===== src/rtl/uart_pkg.sv =====
// Shared types and defaults for the buffered UART transmit path.
// Holds the issue FSM encoding and the gap counter width.
package uart_pkg;

  typedef enum logic [1:0] {
    IDLE = 2'd0,
    BUSY = 2'd1,
    GAP  = 2'd2
  } state_t;

  localparam int DEF_DATA_WIDTH = 8;
  localparam int DEF_DEPTH      = 16;
  localparam int GAP_CNT_W      = 4;

endpackage


===== src/rtl/uart_sync_fifo.sv =====
// Synchronous FIFO feeding the UART issue FSM.
// Head word is presented combinationally; occupancy is registered.
module uart_sync_fifo
  import uart_pkg::*;
#(
  parameter  int DATA_WIDTH = DEF_DATA_WIDTH,
  parameter  int DEPTH      = DEF_DEPTH,
  localparam int ADDR_WIDTH = $clog2(DEPTH)
) (
  input  logic                  clk,
  input  logic                  reset,
  input  logic                  flush,
  input  logic                  wr_en,
  input  logic [DATA_WIDTH-1:0] wr_data,
  input  logic                  rd_en,
  output logic [DATA_WIDTH-1:0] rd_data,
  output logic [ADDR_WIDTH:0]   count,
  output logic                  full,
  output logic                  empty
);

  logic [DATA_WIDTH-1:0] mem [DEPTH];
  logic [ADDR_WIDTH-1:0] wr_ptr;
  logic [ADDR_WIDTH-1:0] rd_ptr;
  logic [ADDR_WIDTH:0]   cnt;
  logic                  do_wr;
  logic                  do_rd;

  // Flush wins over both ports; full/empty gate on registered count.
  assign full    = (cnt == (ADDR_WIDTH+1)'(DEPTH));
  assign empty   = (cnt == '0);
  assign do_wr   = wr_en && !full && !flush;
  assign do_rd   = rd_en && !empty && !flush;
  assign count   = cnt;
  assign rd_data = mem[rd_ptr];

  // Pointer and occupancy bookkeeping; pointers wrap naturally.
  always_ff @(posedge clk) begin
    if (reset || flush) begin
      wr_ptr <= '0;
      rd_ptr <= '0;
      cnt    <= '0;
    end else begin
      if (do_wr) wr_ptr <= wr_ptr + 1'b1;
      if (do_rd) rd_ptr <= rd_ptr + 1'b1;
      unique case ({do_wr, do_rd})
        2'b10:   cnt <= cnt + 1'b1;
        2'b01:   cnt <= cnt - 1'b1;
        default: cnt <= cnt;
      endcase
    end
  end

  // Storage array; contents are don't-care until written.
  always_ff @(posedge clk) begin
    if (do_wr) mem[wr_ptr] <= wr_data;
  end

  a_cnt_range: assert property (
    @(posedge clk) disable iff (reset)
    cnt <= (ADDR_WIDTH+1)'(DEPTH)
  );

endmodule


===== src/rtl/uart_tx_buffer.sv =====
// Buffered UART transmit request: FIFO plus one-word-at-a-time issue.
// Each word holds trans_flag until tx_done, then a fixed low gap.
module uart_tx_buffer
  import uart_pkg::*;
#(
  parameter  int DATA_WIDTH = DEF_DATA_WIDTH,
  parameter  int DEPTH      = DEF_DEPTH,
  parameter  int GAP_CYCLES = 1,
  localparam int ADDR_WIDTH = $clog2(DEPTH)
) (
  input  logic                  clk,
  input  logic                  reset,
  input  logic                  wr_en,
  input  logic [DATA_WIDTH-1:0] data_in,
  input  logic                  flush,
  input  logic                  tx_done,
  output logic                  trans_flag,
  output logic [DATA_WIDTH-1:0] data,
  output logic                  full,
  output logic                  empty,
  output logic [ADDR_WIDTH:0]   count,
  output logic                  overflow
);

  localparam logic [GAP_CNT_W-1:0] GAP_LOAD =
    GAP_CNT_W'(GAP_CYCLES - 1);

  state_t                 state;
  logic [GAP_CNT_W-1:0]   gap_cnt;
  logic [DATA_WIDTH-1:0]  head;
  logic                   issue;
  logic                   can_issue;

  uart_sync_fifo #(
    .DATA_WIDTH (DATA_WIDTH),
    .DEPTH      (DEPTH)
  ) u_fifo (
    .clk     (clk),
    .reset   (reset),
    .flush   (flush),
    .wr_en   (wr_en),
    .wr_data (data_in),
    .rd_en   (issue),
    .rd_data (head),
    .count   (count),
    .full    (full),
    .empty   (empty)
  );

  // Issue is allowed from IDLE or on the last gap cycle, so the
  // low time between back-to-back words is exactly GAP_CYCLES.
  always_comb begin
    can_issue = 1'b0;
    unique case (1'b1)
      (state == IDLE):                   can_issue = 1'b1;
      (state == GAP && gap_cnt == '0):   can_issue = 1'b1;
      default:                           can_issue = 1'b0;
    endcase
    issue = can_issue && !empty && !flush;
  end

  // Issue FSM with registered request, data and gap counter.
  always_ff @(posedge clk) begin
    if (reset) begin
      state      <= IDLE;
      trans_flag <= 1'b0;
      data       <= '0;
      gap_cnt    <= '0;
    end else begin
      case (state)
        IDLE: begin
          if (issue) begin
            data       <= head;
            trans_flag <= 1'b1;
            state      <= BUSY;
          end
        end
        BUSY: begin
          if (tx_done) begin
            trans_flag <= 1'b0;
            gap_cnt    <= GAP_LOAD;
            state      <= GAP;
          end
        end
        GAP: begin
          if (gap_cnt != '0) begin
            gap_cnt <= gap_cnt - 1'b1;
          end else if (issue) begin
            data       <= head;
            trans_flag <= 1'b1;
            state      <= BUSY;
          end else begin
            state <= IDLE;
          end
        end
        default: begin
          trans_flag <= 1'b0;
          state      <= IDLE;
        end
      endcase
    end
  end

  // Sticky drop flag; a flush clears it and suppresses the write.
  always_ff @(posedge clk) begin
    if (reset || flush) begin
      overflow <= 1'b0;
    end else if (wr_en && full) begin
      overflow <= 1'b1;
    end
  end

  a_hold: assert property (
    @(posedge clk) disable iff (reset)
    (trans_flag && !tx_done) |=> (trans_flag && $stable(data))
  );

  a_fe: assert property (
    @(posedge clk) disable iff (reset)
    !(full && empty)
  );

endmodule


===== config.mk =====
export PLATFORM = sky130hd
export DESIGN_NAME = uart_tx_buffer
export DESIGN_NICKNAME = d
export VERILOG_FILES = /design/src/rtl/uart_pkg.sv /design/src/rtl/uart_sync_fifo.sv /design/src/rtl/uart_tx_buffer.sv
export SDC_FILE = /design/constraint.sdc
export NUM_CORES = 1
export LEC_CHECK = 0
export CORE_MARGIN = 1.5
export CORE_UTILIZATION = 28
export CTS_BUF_LIST = sky130_fd_sc_hd__clkbuf_2
export CTS_CLUSTER_DIAMETER = 50
export DETAILED_ROUTE_END_ITERATION = 6
export GPL_ROUTABILITY_DRIVEN = 0
export PLACE_DENSITY = 0.53
export SYNTH_ARGS = -nofsm -noshare
export SYNTH_HDL_FRONTEND = slang
export SYNTH_SLANG_ARGS = --single-unit
export TNS_END_PERCENT = 20

===== constraint.sdc =====
create_clock -name clk -period 3.1 [get_ports clk]
set_input_delay 0.465 -clock clk [delete_from_list [all_inputs] [get_ports clk]]
set_output_delay 0.465 -clock clk [all_outputs]
set_load 0.01 [all_outputs]

==> impl_results.html, run 1 <==
<table>
<tr><th>Metric</th><th>Value</th></tr>
<tr><th colspan="2">Outcome</th></tr>
<tr><td>Result of the run</td><td>finished, final reports clean</td></tr>
<tr><th colspan="2">Clocking</th></tr>
<tr><td>Clock insertion delay at the later pin of the skew report</td><td>0.73 ns</td></tr>
<tr><td>Post-CTS Resized</td><td>0</td></tr>
<tr><td>Post-CTS repair timing setup buffer count</td><td>0</td></tr>
<tr><td>TritonCTS clock tree</td><td>yes</td></tr>
<tr><td>Number of sinks on the clock net</td><td>roughly 160</td></tr>
<tr><td>Clock Tree Buf Depth</td><td>2</td></tr>
<tr><td>Number of buffers inserted during clock tree synthesis</td><td>17</td></tr>
<tr><td>Buffer cell driving the clock tree root</td><td>sky130_fd_sc_hd__clkbuf_2</td></tr>
<tr><td>CTS H-tree lvls</td><td>4</td></tr>
<tr><td>Clock edge transition at the registers on the reported setup and hold paths</td><td>0.24 ns</td></tr>
<tr><td>Post-CTS Hold Fix Bufs</td><td>0</td></tr>
<tr><th colspan="2">Setup path</th></tr>
<tr><td>Data arrival time of the critical path</td><td>2.46 ns</td></tr>
<tr><td>Critical Path Start Type</td><td>flop</td></tr>
<tr><td>Crit path capture type</td><td>output pin</td></tr>
<tr><td>CP required</td><td>2.63 ns</td></tr>
<tr><td>Crit path kind</td><td>reg2out</td></tr>
<tr><td>Crit-path max FO</td><td>9</td></tr>
<tr><th colspan="2">Floorplan</th></tr>
<tr><td>Die height</td><td>about 160 um</td></tr>
<tr><td>CORE AREA</td><td>0.0227 mm^2</td></tr>
<tr><td>Die Width</td><td>roughly 160 um</td></tr>
<tr><td>I/O pin count</td><td>30</td></tr>
<tr><td>Number of rows created at floorplan</td><td>55</td></tr>
<tr><td>Die outline area</td><td>between 0.02 and 0.025 mm^2</td></tr>
<tr><td>Initial core utilization</td><td>28.6%</td></tr>
<tr><th colspan="2">Logic synthesis</th></tr>
<tr><td>Flip-flop and latch count after synthesis</td><td>161</td></tr>
<tr><td>Post-Syn Nets</td><td>449</td></tr>
<tr><td>Post-synthesis cell count</td><td>roughly 430</td></tr>
<tr><td>Main flop type after synthesis</td><td>sky130_fd_sc_hd__edfxtp_1</td></tr>
<tr><td>Area share of the leading cell type in the synthesized netlist</td><td>59.1%</td></tr>
<tr><td>Sequential element share of the synthesized area</td><td>69.2%</td></tr>
<tr><td>Area of the mapped netlist</td><td>0.00650 mm^2</td></tr>
<tr><td>Post-synth ARST share</td><td>0%</td></tr>
<tr><td>Synth Warn #</td><td>0</td></tr>
<tr><td>Number of enable-type register cells in the synthesized netlist</td><td>128</td></tr>
<tr><td>Cells taking the most area after synthesis</td><td>sky130_fd_sc_hd__edfxtp_1 59%, sky130_fd_sc_hd__dfxtp_1 10%, sky130_fd_sc_hd__mux2i_1 6.6%</td></tr>
<tr><td>Count of distinct cell types in the synthesized netlist</td><td>46</td></tr>
<tr><td>Avg Cell Area, Syn</td><td>around 15 um^2</td></tr>
<tr><td>Cell taking the most area after synthesis</td><td>sky130_fd_sc_hd__edfxtp_1</td></tr>
<tr><th colspan="2">Place</th></tr>
<tr><td>Count of port buffers added during placement</td><td>29</td></tr>
<tr><td>Post-Place Setup Slack</td><td>0.179 ns</td></tr>
<tr><td>Post-DP HPWL</td><td>9600 um</td></tr>
<tr><th colspan="2">Global routing</th></tr>
<tr><td>Leftover overflow at the end of global routing</td><td>0</td></tr>
<tr><td>Antenna violations before repair</td><td>1</td></tr>
<tr><td>GRT met2 Usage</td><td>roughly a fifth</td></tr>
<tr><td>First-pass GRT wire length</td><td>21900 um</td></tr>
<tr><td>Met3 Use GR</td><td>3.12%</td></tr>
<tr><td>Via count of the first global-routing pass</td><td>roughly 3.7k</td></tr>
<tr><td>GR met1 Demand/Resource</td><td>15.5%</td></tr>
<tr><td>All-layer global routing usage</td><td>12.4%</td></tr>
<tr><td>Most Used Layer, Global Route</td><td>met2</td></tr>
<tr><td>Pin count of the biggest net entering global routing</td><td>32</td></tr>
<tr><th colspan="2">Timing</th></tr>
<tr><td>Total Neg Setup Slack</td><td>0 ns</td></tr>
<tr><td>Final period utilization</td><td>a little over nine tenths</td></tr>
<tr><td>Min cycle time layout</td><td>just under 3 ns</td></tr>
<tr><td>Normalized max-slew margin</td><td>43.7%</td></tr>
<tr><td>Total setup violations reported at the end of the flow</td><td>0</td></tr>
<tr><td>RSZ-0062 raised after global routing</td><td>no</td></tr>
<tr><td>Hold Violations, Final</td><td>0</td></tr>
<tr><td>Count of final max-slew check failures</td><td>0</td></tr>
<tr><td>Fin worst setup slack</td><td>0.177 ns</td></tr>
<tr><td>Fmax</td><td>about 0.34 GHz</td></tr>
<tr><td>Worst clock skew on the final layout</td><td>about 0.037 ns</td></tr>
<tr><td>Actual transition at the worst max-transition pin</td><td>0.843 ns</td></tr>
<tr><th colspan="2">Power and ir drop</th></tr>
<tr><td>Total leakage power</td><td>2.30 nW</td></tr>
<tr><td>Pwr per Cell Area</td><td>491 mW/mm^2</td></tr>
<tr><td>Worst IR drop on VDD</td><td>0.000180 V</td></tr>
<tr><td>Final Total Pwr</td><td>3.64 mW</td></tr>
<tr><th colspan="2">Routing</th></tr>
<tr><td>DRT iter0 DRCs</td><td>215</td></tr>
<tr><td>Number of nets with antenna violations after detailed routing</td><td>0</td></tr>
<tr><td>Wire length after detailed routing</td><td>14000 um</td></tr>
<tr><td>Total vias in the final route</td><td>3615</td></tr>
<tr><td>Vias per cell</td><td>4.72</td></tr>
<tr><td>Number of iterations in the first detailed-routing pass</td><td>4</td></tr>
<tr><td>Average wire per cell in the routed design</td><td>18.3 um</td></tr>
<tr><td>Residual DRC count</td><td>0</td></tr>
<tr><th colspan="2">Flow run</th></tr>
<tr><td>Max-cap violations</td><td>0</td></tr>
<tr><th colspan="2">Cells and area</th></tr>
<tr><td>Post-layout net count</td><td>just under 500</td></tr>
<tr><td>Area growth from synthesis to final layout</td><td>13.8%</td></tr>
<tr><td>Area used by multi-input combinational logic</td><td>around 0.0018 mm^2</td></tr>
<tr><td>End-of-flow core utilization</td><td>between 30% and 40%</td></tr>
<tr><td>Filler cells</td><td>~2.2k</td></tr>
<tr><td>Ratio of cells with drive above 1 in the final layout</td><td>14.4%</td></tr>
<tr><td>Register area</td><td>0.00451 mm^2</td></tr>
<tr><th colspan="2">Worst hold path</th></tr>
<tr><td>Class of the tightest hold or removal check</td><td>in2reg</td></tr>
</table>
-- per-layer routing --
layer / share of wire [%] / wire length [um]
met1: 46 / 6400
met2: 49 / 6930
met3: 3.3 / 466
met4: 1.5 / 210
met5: 0 / 0
-- cell type report --
type	count	area share, %
Sequential cell	161	60.8
Multi-Input combinational cell	229	24.8
Timing Repair Buffer	44	5.61
Tap cell	285	4.82
Clock inverter	14	1.98
Clock buffer	18	1.22
Inverter	14	0.710
Antenna cell	1	0.0338
-- final timing paths --
check	start	endpoint	slack, ns	cells past startpoint
hold reg to reg	u_fifo.rd_ptr[3]	u_fifo.rd_ptr[3]	0.50	2
hold / removal	wr_en	overflow	0.37	3
setup / recovery	u_fifo.count[1]	full	0.18	3
setup reg to reg	u_fifo.count[1]	u_fifo.count[2]	0.32	9
-- Yosys cell counts, types with 3 or more instances --
library cell and number:
sky130_fd_sc_hd__nor3_1 4, sky130_fd_sc_hd__and2_1 8, sky130_fd_sc_hd__o32ai_1 3, sky130_fd_sc_hd__nand3b_1 5, sky130_fd_sc_hd__edfxtp_1 128, sky130_fd_sc_hd__nand3_1 4, sky130_fd_sc_hd__clkbuf_1 7, sky130_fd_sc_hd__nand2b_1 4
sky130_fd_sc_hd__or3_1 9, sky130_fd_sc_hd__nor4_1 6, sky130_fd_sc_hd__nor2_1 31, sky130_fd_sc_hd__o21ai_0 5, sky130_fd_sc_hd__mux4_2 13, sky130_fd_sc_hd__a211oi_1 6, sky130_fd_sc_hd__ha_1 11, sky130_fd_sc_hd__o22ai_1 17
sky130_fd_sc_hd__mux2i_1 43, sky130_fd_sc_hd__dfxtp_1 33, sky130_fd_sc_hd__inv_1 13, sky130_fd_sc_hd__xor2_1 3, sky130_fd_sc_hd__a21oi_1 11, sky130_fd_sc_hd__a31oi_1 3, sky130_fd_sc_hd__nand2_1 13, sky130_fd_sc_hd__a311oi_1 8
sky130_fd_sc_hd__xnor2_1 3, sky130_fd_sc_hd__buf_2 7, sky130_fd_sc_hd__buf_6 3
-- state kept, by name (all words and copies together) (netlist names), named ones only --
register and flops:
data 8, gap_cnt 4, overflow 1, state 2
trans_flag 1, u_fifo.count 5, u_fifo.mem 128, u_fifo.rd_ptr 4
u_fifo.wr_ptr 4
-- metrics by stage --
| step | hold WS, ns | cell area (um^2) | std cells |
|---|---|---|---|
| 2_1_floorplan | 0.450 | 6500 | 425 |
| 4_1_cts | 0.264 | 7400 | 765 |
| 3_3_place_gp | 0.463 | 7170 | 733 |
| 3_5_place_dp | 0.468 | 7170 | 733 |
| 5_1_grt | 0.315 | 7410 | 766 |
| 6_report | 0.369 | 7410 | 766 |
-- kinds of logic (layout without fill, tap and decap cells) --
group                    Yosys count  after routing  share of synthesized area [%]
AO/OA/AOI/OAI                     62             62                           6.66
XOR/XNOR                           6              6                          0.808
adder cells (fa/ha/maj)           11             11                           2.12
buffers and inverters             35             90                           2.62
flip-flops                       161            161                           69.2
multiplexers                      56             56                           11.1
other                              0              1                              0
AND/OR/NAND/NOR                   94             94                           7.44
-- critical path: stages (launching register included) --
cell	delay (ns)
sky130_fd_sc_hd__dfxtp_1	0.45
sky130_fd_sc_hd__or4_4	0.57
sky130_fd_sc_hd__nor2_1	0.16
sky130_fd_sc_hd__clkdlybuf4s50_1	0.56
-- report_power, final --
part	internal [mW]	switching (mW)	leakage [nW]
clock network	0.329	0.779	0.151
registers	2.35	0.0140	1.42
logic	0.0687	0.102	0.732
total	2.74	0.895	2.30
-- layout by cell type, fill, tap and decap left out, drive strengths merged, types with 3 or more instances in the layout --
master,n
o32ai,3
o22ai,17
nand2,13
nor4,6
xnor2,3
clkinv,5
inv,22
nand2b,4
buf,15
nor2,31
a31oi,3
ha,11
or3,9
edfxtp,128
o21ai,5
mux4,13
and2,8
nand3,4
nor3,4
mux2i,43
nand3b,5
dfxtp,33
a21oi,11
xor2,3
a311oi,8
clkdlybuf4s50,29
clkbuf,18
a211oi,6
(Power assumes the default switching activity.)
==> run 2, diff against run 1 <==
--- a/config.mk
+++ b/config.mk
@@ -5,10 +5,11 @@
 export SDC_FILE = /design/constraint.sdc
 export NUM_CORES = 1
 export LEC_CHECK = 0
+export CAP_MARGIN = 10
 export CORE_MARGIN = 1.5
 export CORE_UTILIZATION = 28
 export CTS_BUF_LIST = sky130_fd_sc_hd__clkbuf_2
-export CTS_CLUSTER_DIAMETER = 50
+export CTS_CLUSTER_DIAMETER = 30
 export DETAILED_ROUTE_END_ITERATION = 6
 export GPL_ROUTABILITY_DRIVEN = 0
 export PLACE_DENSITY = 0.53
==> results of run 2 <==
Final layout, timing and power as in run 1 (identical DEF).
==> run 3, diff against run 2 <==
--- a/config.mk
+++ b/config.mk
@@ -13,7 +13,9 @@
 export DETAILED_ROUTE_END_ITERATION = 6
 export GPL_ROUTABILITY_DRIVEN = 0
 export PLACE_DENSITY = 0.53
+export REMOVE_ABC_BUFFERS = 1
 export SYNTH_ARGS = -nofsm -noshare
 export SYNTH_HDL_FRONTEND = slang
+export SYNTH_HIERARCHICAL = 1
 export SYNTH_SLANG_ARGS = --single-unit
 export TNS_END_PERCENT = 20
==> impl_results.html, run 3 <==
<table>
<tr><th>Metric</th><th>Value</th></tr>
<tr><th colspan="2">Timing</th></tr>
<tr><td>Hold Violations, Final</td><td>0 (unchanged)</td></tr>
<tr><td>Final period utilization</td><td>94.9% (was 94.3%)</td></tr>
<tr><td>Normalized max-slew margin</td><td>53.8% (was 43.7%)</td></tr>
<tr><td>Worst clock skew on the final layout</td><td>0.0291 ns (was 0.0372 ns)</td></tr>
<tr><td>Minimum hold slack</td><td>0.432 ns (was 0.369 ns)</td></tr>
<tr><td>Count of final max-slew check failures</td><td>0 (unchanged)</td></tr>
<tr><td>Total Neg Setup Slack</td><td>0 ns (unchanged)</td></tr>
<tr><td>Total setup violations reported at the end of the flow</td><td>0 (unchanged)</td></tr>
<tr><td>Actual transition at the worst max-transition pin</td><td>0.693 ns (was 0.843 ns)</td></tr>
<tr><td>Min cycle time layout</td><td>2.94 ns (was 2.92 ns)</td></tr>
<tr><td>Fmax</td><td>0.340 GHz (was 0.342 GHz)</td></tr>
<tr><td>RSZ-0062 raised after global routing</td><td>yes (was no)</td></tr>
<tr><th colspan="2">Setup path</th></tr>
<tr><td>Crit-path max FO</td><td>5 (was 9)</td></tr>
<tr><td>Register-to-register path setup slack</td><td>0.16 ns (was 0.32 ns)</td></tr>
<tr><td>Crit path kind</td><td>reg2reg (was reg2out)</td></tr>
<tr><td>Critical Path Start Type</td><td>flop (unchanged)</td></tr>
<tr><td>Crit path capture type</td><td>flop (was output pin)</td></tr>
<tr><td>Cell count of the worst reg-to-reg path</td><td>13 (was 9)</td></tr>
<tr><td>CP required</td><td>3.71 ns (was 2.63 ns)</td></tr>
<tr><td>R2R Path End</td><td>u_fifo/count[2] (was u_fifo.count[2])</td></tr>
<tr><td>Source of the worst register-to-register timing path</td><td>gap_cnt[0] (was u_fifo.count[1])</td></tr>
<tr><td>Data arrival time of the critical path</td><td>3.55 ns (was 2.46 ns)</td></tr>
<tr><th colspan="2">Routing</th></tr>
<tr><td>Met3 wirelength from detailed routing</td><td>402 um (was 466 um)</td></tr>
<tr><td>Number of iterations in the first detailed-routing pass</td><td>4 (unchanged)</td></tr>
<tr><td>Number of nets with antenna violations after detailed routing</td><td>0 (unchanged)</td></tr>
<tr><td>Average wire per cell in the routed design</td><td>15.0 um (was 18.3 um)</td></tr>
<tr><td>Vias per cell</td><td>4.31 (was 4.72)</td></tr>
<tr><td>DRT iter0 DRCs</td><td>142 (was 215)</td></tr>
<tr><td>Met2 layer wire length in the routed design</td><td>5710 um (was 6930 um)</td></tr>
<tr><td>Uppermost signal routing layer after detailed routing</td><td>met4 (unchanged)</td></tr>
<tr><td>Residual DRC count</td><td>0 (unchanged)</td></tr>
<tr><td>Metal-1 WL</td><td>5240 um (was 6400 um)</td></tr>
<tr><td>Total vias in the final route</td><td>3310 (was 3615)</td></tr>
<tr><td>Wire length after detailed routing</td><td>11500 um (was 14000 um)</td></tr>
<tr><th colspan="2">Logic synthesis</th></tr>
<tr><td>Cell taking the most area after synthesis</td><td>sky130_fd_sc_hd__edfxtp_1 (unchanged)</td></tr>
<tr><td>Area share of the leading cell type in the synthesized netlist</td><td>57.6% (was 59.1%)</td></tr>
<tr><td>Post-synth ARST share</td><td>0% (unchanged)</td></tr>
<tr><td>Main flop type after synthesis</td><td>sky130_fd_sc_hd__edfxtp_1 (unchanged)</td></tr>
<tr><td>Area of the mapped netlist</td><td>0.00667 mm^2 (was 0.00650 mm^2)</td></tr>
<tr><td>Cells taking the most area after synthesis</td><td>sky130_fd_sc_hd__edfxtp_1 58%, sky130_fd_sc_hd__dfxtp_1 9.9%, sky130_fd_sc_hd__mux4_1 9.5% (was sky130_fd_sc_hd__edfxtp_1 59%, sky130_fd_sc_hd__dfxtp_1 10%, sky130_fd_sc_hd__mux2i_1 6.6%)</td></tr>
<tr><td>Sequential element share of the synthesized area</td><td>67.5% (was 69.2%)</td></tr>
<tr><td>Count of distinct cell types in the synthesized netlist</td><td>50 (was 46)</td></tr>
<tr><td>Most common library cells after synthesis</td><td>128 x sky130_fd_sc_hd__edfxtp_1, 33 x sky130_fd_sc_hd__dfxtp_1, 31 x sky130_fd_sc_hd__nor2_1 (was 128 x sky130_fd_sc_hd__edfxtp_1, 43 x sky130_fd_sc_hd__mux2i_1, 33 x sky130_fd_sc_hd__dfxtp_1)</td></tr>
<tr><td>Post-synthesis cell count</td><td>381 (was 425)</td></tr>
<tr><td>Avg Cell Area, Syn</td><td>17.5 um^2 (was 15.3 um^2)</td></tr>
<tr><td>Cell with the most instances after synthesis</td><td>sky130_fd_sc_hd__edfxtp_1 (unchanged)</td></tr>
<tr><td>Synth Warn #</td><td>6 (was 0)</td></tr>
<tr><td>Number of enable-type register cells in the synthesized netlist</td><td>128 (unchanged)</td></tr>
<tr><td>Flip-flop and latch count after synthesis</td><td>161 (unchanged)</td></tr>
<tr><th colspan="2">Global routing</th></tr>
<tr><td>First-pass GRT wire length</td><td>18700 um (was 21900 um)</td></tr>
<tr><td>Antenna violations before repair</td><td>1 (unchanged)</td></tr>
<tr><td>Via count of the first global-routing pass</td><td>3508 (was 3675)</td></tr>
<tr><td>All-layer global routing usage</td><td>10.3% (was 12.4%)</td></tr>
<tr><td>Leftover overflow at the end of global routing</td><td>0 (unchanged)</td></tr>
<tr><td>Pin count of the biggest net entering global routing</td><td>33 (was 32)</td></tr>
<tr><th colspan="2">Cells and area</th></tr>
<tr><td>End-of-flow core utilization</td><td>33.1% (was 32.6%)</td></tr>
<tr><td>Filler cells</td><td>2274 (was 2231)</td></tr>
<tr><td>Post-layout net count</td><td>458 (was 491)</td></tr>
<tr><td>Non-Filler Cell Area, Final</td><td>0.00774 mm^2 (was 0.00741 mm^2)</td></tr>
<tr><td>Area growth from synthesis to final layout</td><td>16.0% (was 13.8%)</td></tr>
<tr><td>Top reg by flops</td><td>u_fifo/mem (was u_fifo.mem)</td></tr>
<tr><td>Register area</td><td>0.00451 mm^2 (about the same)</td></tr>
<tr><td>Leading cell type in the layout, fill and taps excluded</td><td>sky130_fd_sc_hd__edfxtp_1 (unchanged)</td></tr>
<tr><td>Flip-flop count of the largest register after layout</td><td>128 (unchanged)</td></tr>
<tr><td>Most frequent cells in the layout</td><td>128 x sky130_fd_sc_hd__edfxtp_1, 31 x sky130_fd_sc_hd__dfxtp_1, 30 x sky130_fd_sc_hd__nor2_1, 29 x sky130_fd_sc_hd__clkdlybuf4s50_1 (was 128 x sky130_fd_sc_hd__edfxtp_1, 43 x sky130_fd_sc_hd__mux2i_1, 32 x sky130_fd_sc_hd__dfxtp_1, 31 x sky130_fd_sc_hd__nor2_1, 29 x sky130_fd_sc_hd__clkdlybuf4s50_1)</td></tr>
<tr><td>Ratio of cells with drive above 1 in the final layout</td><td>19.6% (was 14.4%)</td></tr>
<tr><td>Area used by multi-input combinational logic</td><td>0.00202 mm^2 (was 0.00184 mm^2)</td></tr>
<tr><th colspan="2">Clocking</th></tr>
<tr><td>Number of sinks on the clock net</td><td>161 (unchanged)</td></tr>
<tr><td>Number of buffers inserted during clock tree synthesis</td><td>17 (unchanged)</td></tr>
<tr><td>Buffer cell driving the clock tree root</td><td>sky130_fd_sc_hd__clkbuf_2 (unchanged)</td></tr>
<tr><td>TritonCTS clock tree</td><td>yes (unchanged)</td></tr>
<tr><td>Clock insertion delay at the later pin of the skew report</td><td>0.71 ns (was 0.73 ns)</td></tr>
<tr><td>CTS H-tree lvls</td><td>4 (unchanged)</td></tr>
<tr><td>Clock Tree Buf Depth</td><td>2 (unchanged)</td></tr>
<tr><td>Clock edge transition at the registers on the reported setup and hold paths</td><td>0.26 ns (was 0.24 ns)</td></tr>
<tr><td>Post-CTS Hold Fix Bufs</td><td>0 (unchanged)</td></tr>
<tr><td>Post-CTS repair timing setup buffer count</td><td>0 (unchanged)</td></tr>
<tr><th colspan="2">Floorplan</th></tr>
<tr><td>CORE AREA</td><td>0.0234 mm^2 (was 0.0227 mm^2)</td></tr>
<tr><td>Die height</td><td>157 um (was 155 um)</td></tr>
<tr><td>Initial core utilization</td><td>28.5% (was 28.6%)</td></tr>
<tr><td>I/O pin count</td><td>30 (unchanged)</td></tr>
<tr><td>Die Width</td><td>157 um (was 155 um)</td></tr>
<tr><td>Number of rows created at floorplan</td><td>56 (was 55)</td></tr>
<tr><td>Die outline area</td><td>0.0248 mm^2 (was 0.0242 mm^2)</td></tr>
<tr><th colspan="2">Power and ir drop</th></tr>
<tr><td>Pwr per Cell Area</td><td>466 mW/mm^2 (was 491 mW/mm^2)</td></tr>
<tr><td>Worst IR drop on VDD</td><td>0.000166 V (was 0.000180 V)</td></tr>
<tr><td>Total leakage power</td><td>2.50 nW (was 2.30 nW)</td></tr>
<tr><th colspan="2">Flow run</th></tr>
<tr><td>Max-cap violations</td><td>0 (unchanged)</td></tr>
<tr><th colspan="2">Place</th></tr>
<tr><td>Count of port buffers added during placement</td><td>29 (unchanged)</td></tr>
<tr><td>Placed standard-cell area</td><td>0.00744 mm^2 (was 0.00717 mm^2)</td></tr>
<tr><td>Post-DP HPWL</td><td>8130 um (was 9600 um)</td></tr>
<tr><th colspan="2">Worst hold path</th></tr>
<tr><td>Class of the tightest hold or removal check</td><td>in2reg (unchanged)</td></tr>
<tr><td>Count of cells along the worst hold path</td><td>2 (was 3)</td></tr>
<tr><td>Min-Delay Startpoint</td><td>reset (was wr_en)</td></tr>
<tr><td>Sink of the worst hold path</td><td>overflow (unchanged)</td></tr>
<tr><th colspan="2">Outcome</th></tr>
<tr><td>Result of the run</td><td>finished, final reports clean (unchanged)</td></tr>
</table>
[run 3: changes by cell type in the layout (fill, tap and decap cells not counted), sizes merged, moves of 8 or more]
| cell | previous run | this run |
|---|---|---|
| mux2i | 43 | 12 |
| mux4 | 13 | 40 |
| o22ai | 17 | 0 |
| buf | 15 | 27 |
| nand2 | 13 | 25 |
| a311oi | 8 | 0 |
[run 3: worst max-delay path by stage]
stage,startpoint,to,slack (ns),cells after the start
finish,gap_cnt[0],u_fifo/count[2],0.16,13
global route,gap_cnt[0],u_fifo/count[2],-0.03,13
CTS,gap_cnt[0],u_fifo/count[3],0.03,13
detailed placement,gap_cnt[0],u_fifo/count[3],0.07,13
global placement,gap_cnt[0],u_fifo/count[2],0.17,13
floorplan,gap_cnt[0],u_fifo/count[2],-0.35,13
[run 3: stage by stage]
step,instances,total power [mW],worst slack (ns)
5_1_grt,768,3.78,-0.0324
3_3_place_gp,735,2.50,0.174
2_1_floorplan,360,2.43,-0.349
4_1_cts,767,3.68,0.0279
3_5_place_dp,735,2.50,0.0741
6_report,768,3.60,0.158
[run 3: per-layer routing]
| metal | global-route usage [%] | vias to the layer above |
|---|---|---|
| met5 | 0 | - |
| met2 | 17.0 | 50 |
| met1 | 12.4 | 1636 |
| li1 | - | 1612 |
| met3 | 3.08 | 12 |
| met4 | 4.58 | 0 |
[run 3: final cells by class]
class	count	area share, %
diodes	1	0.0323
multi-input cells	190	26.1
clock buffers	17	1.10
clock inverters	15	2.36
well taps	319	5.16
inverters	9	0.436
repair buffers	56	6.58
flip-flops and latches	161	58.2
[run 3: power by group]
group	total, mW	internal [mW]	switching [mW]
Clock	1.15	0.286	0.863
Combinational	0.111	0.0458	0.0654
Sequential	2.34	2.34	0.00427
[run 3: timing repair]
item,CTS,global route
endpoints found under the setup margin,0,5
resized for setup,0,8
hold endpoints to repair,0,0
[run 3: cell families (layout without fill, tap and decap cells)]
group                    Yosys count  after routing  share of synthesized area (%)
flip-flops                       161            161                           67.5
buffers and inverters             30             97                           2.53
AND/OR/NAND/NOR                   94             94                           7.07
multiplexers                      52             52                           16.7
XOR/XNOR                          11             11                           1.44
AO/OA/AOI/OAI                     23             23                           2.91
other                              0              1                              0
adder cells (fa/ha/maj)           10             10                           1.88
[run 3: critical path, stage by stage, from the launching register on]
cell	delay (ns)
sky130_fd_sc_hd__dfxtp_2	0.38
sky130_fd_sc_hd__inv_1	0.10
sky130_fd_sc_hd__ha_1	0.18
sky130_fd_sc_hd__or3b_4	0.40
sky130_fd_sc_hd__a2111oi_4	0.36
sky130_fd_sc_hd__nor2b_4	0.21
sky130_fd_sc_hd__o21a_4	0.16
sky130_fd_sc_hd__ha_1	0.20
sky130_fd_sc_hd__xor2_1	0.08
sky130_fd_sc_hd__ha_1	0.21
sky130_fd_sc_hd__o21a_1	0.20
sky130_fd_sc_hd__nor3_2	0.18
sky130_fd_sc_hd__xnor2_1	0.14
sky130_fd_sc_hd__nor2_1	0.05
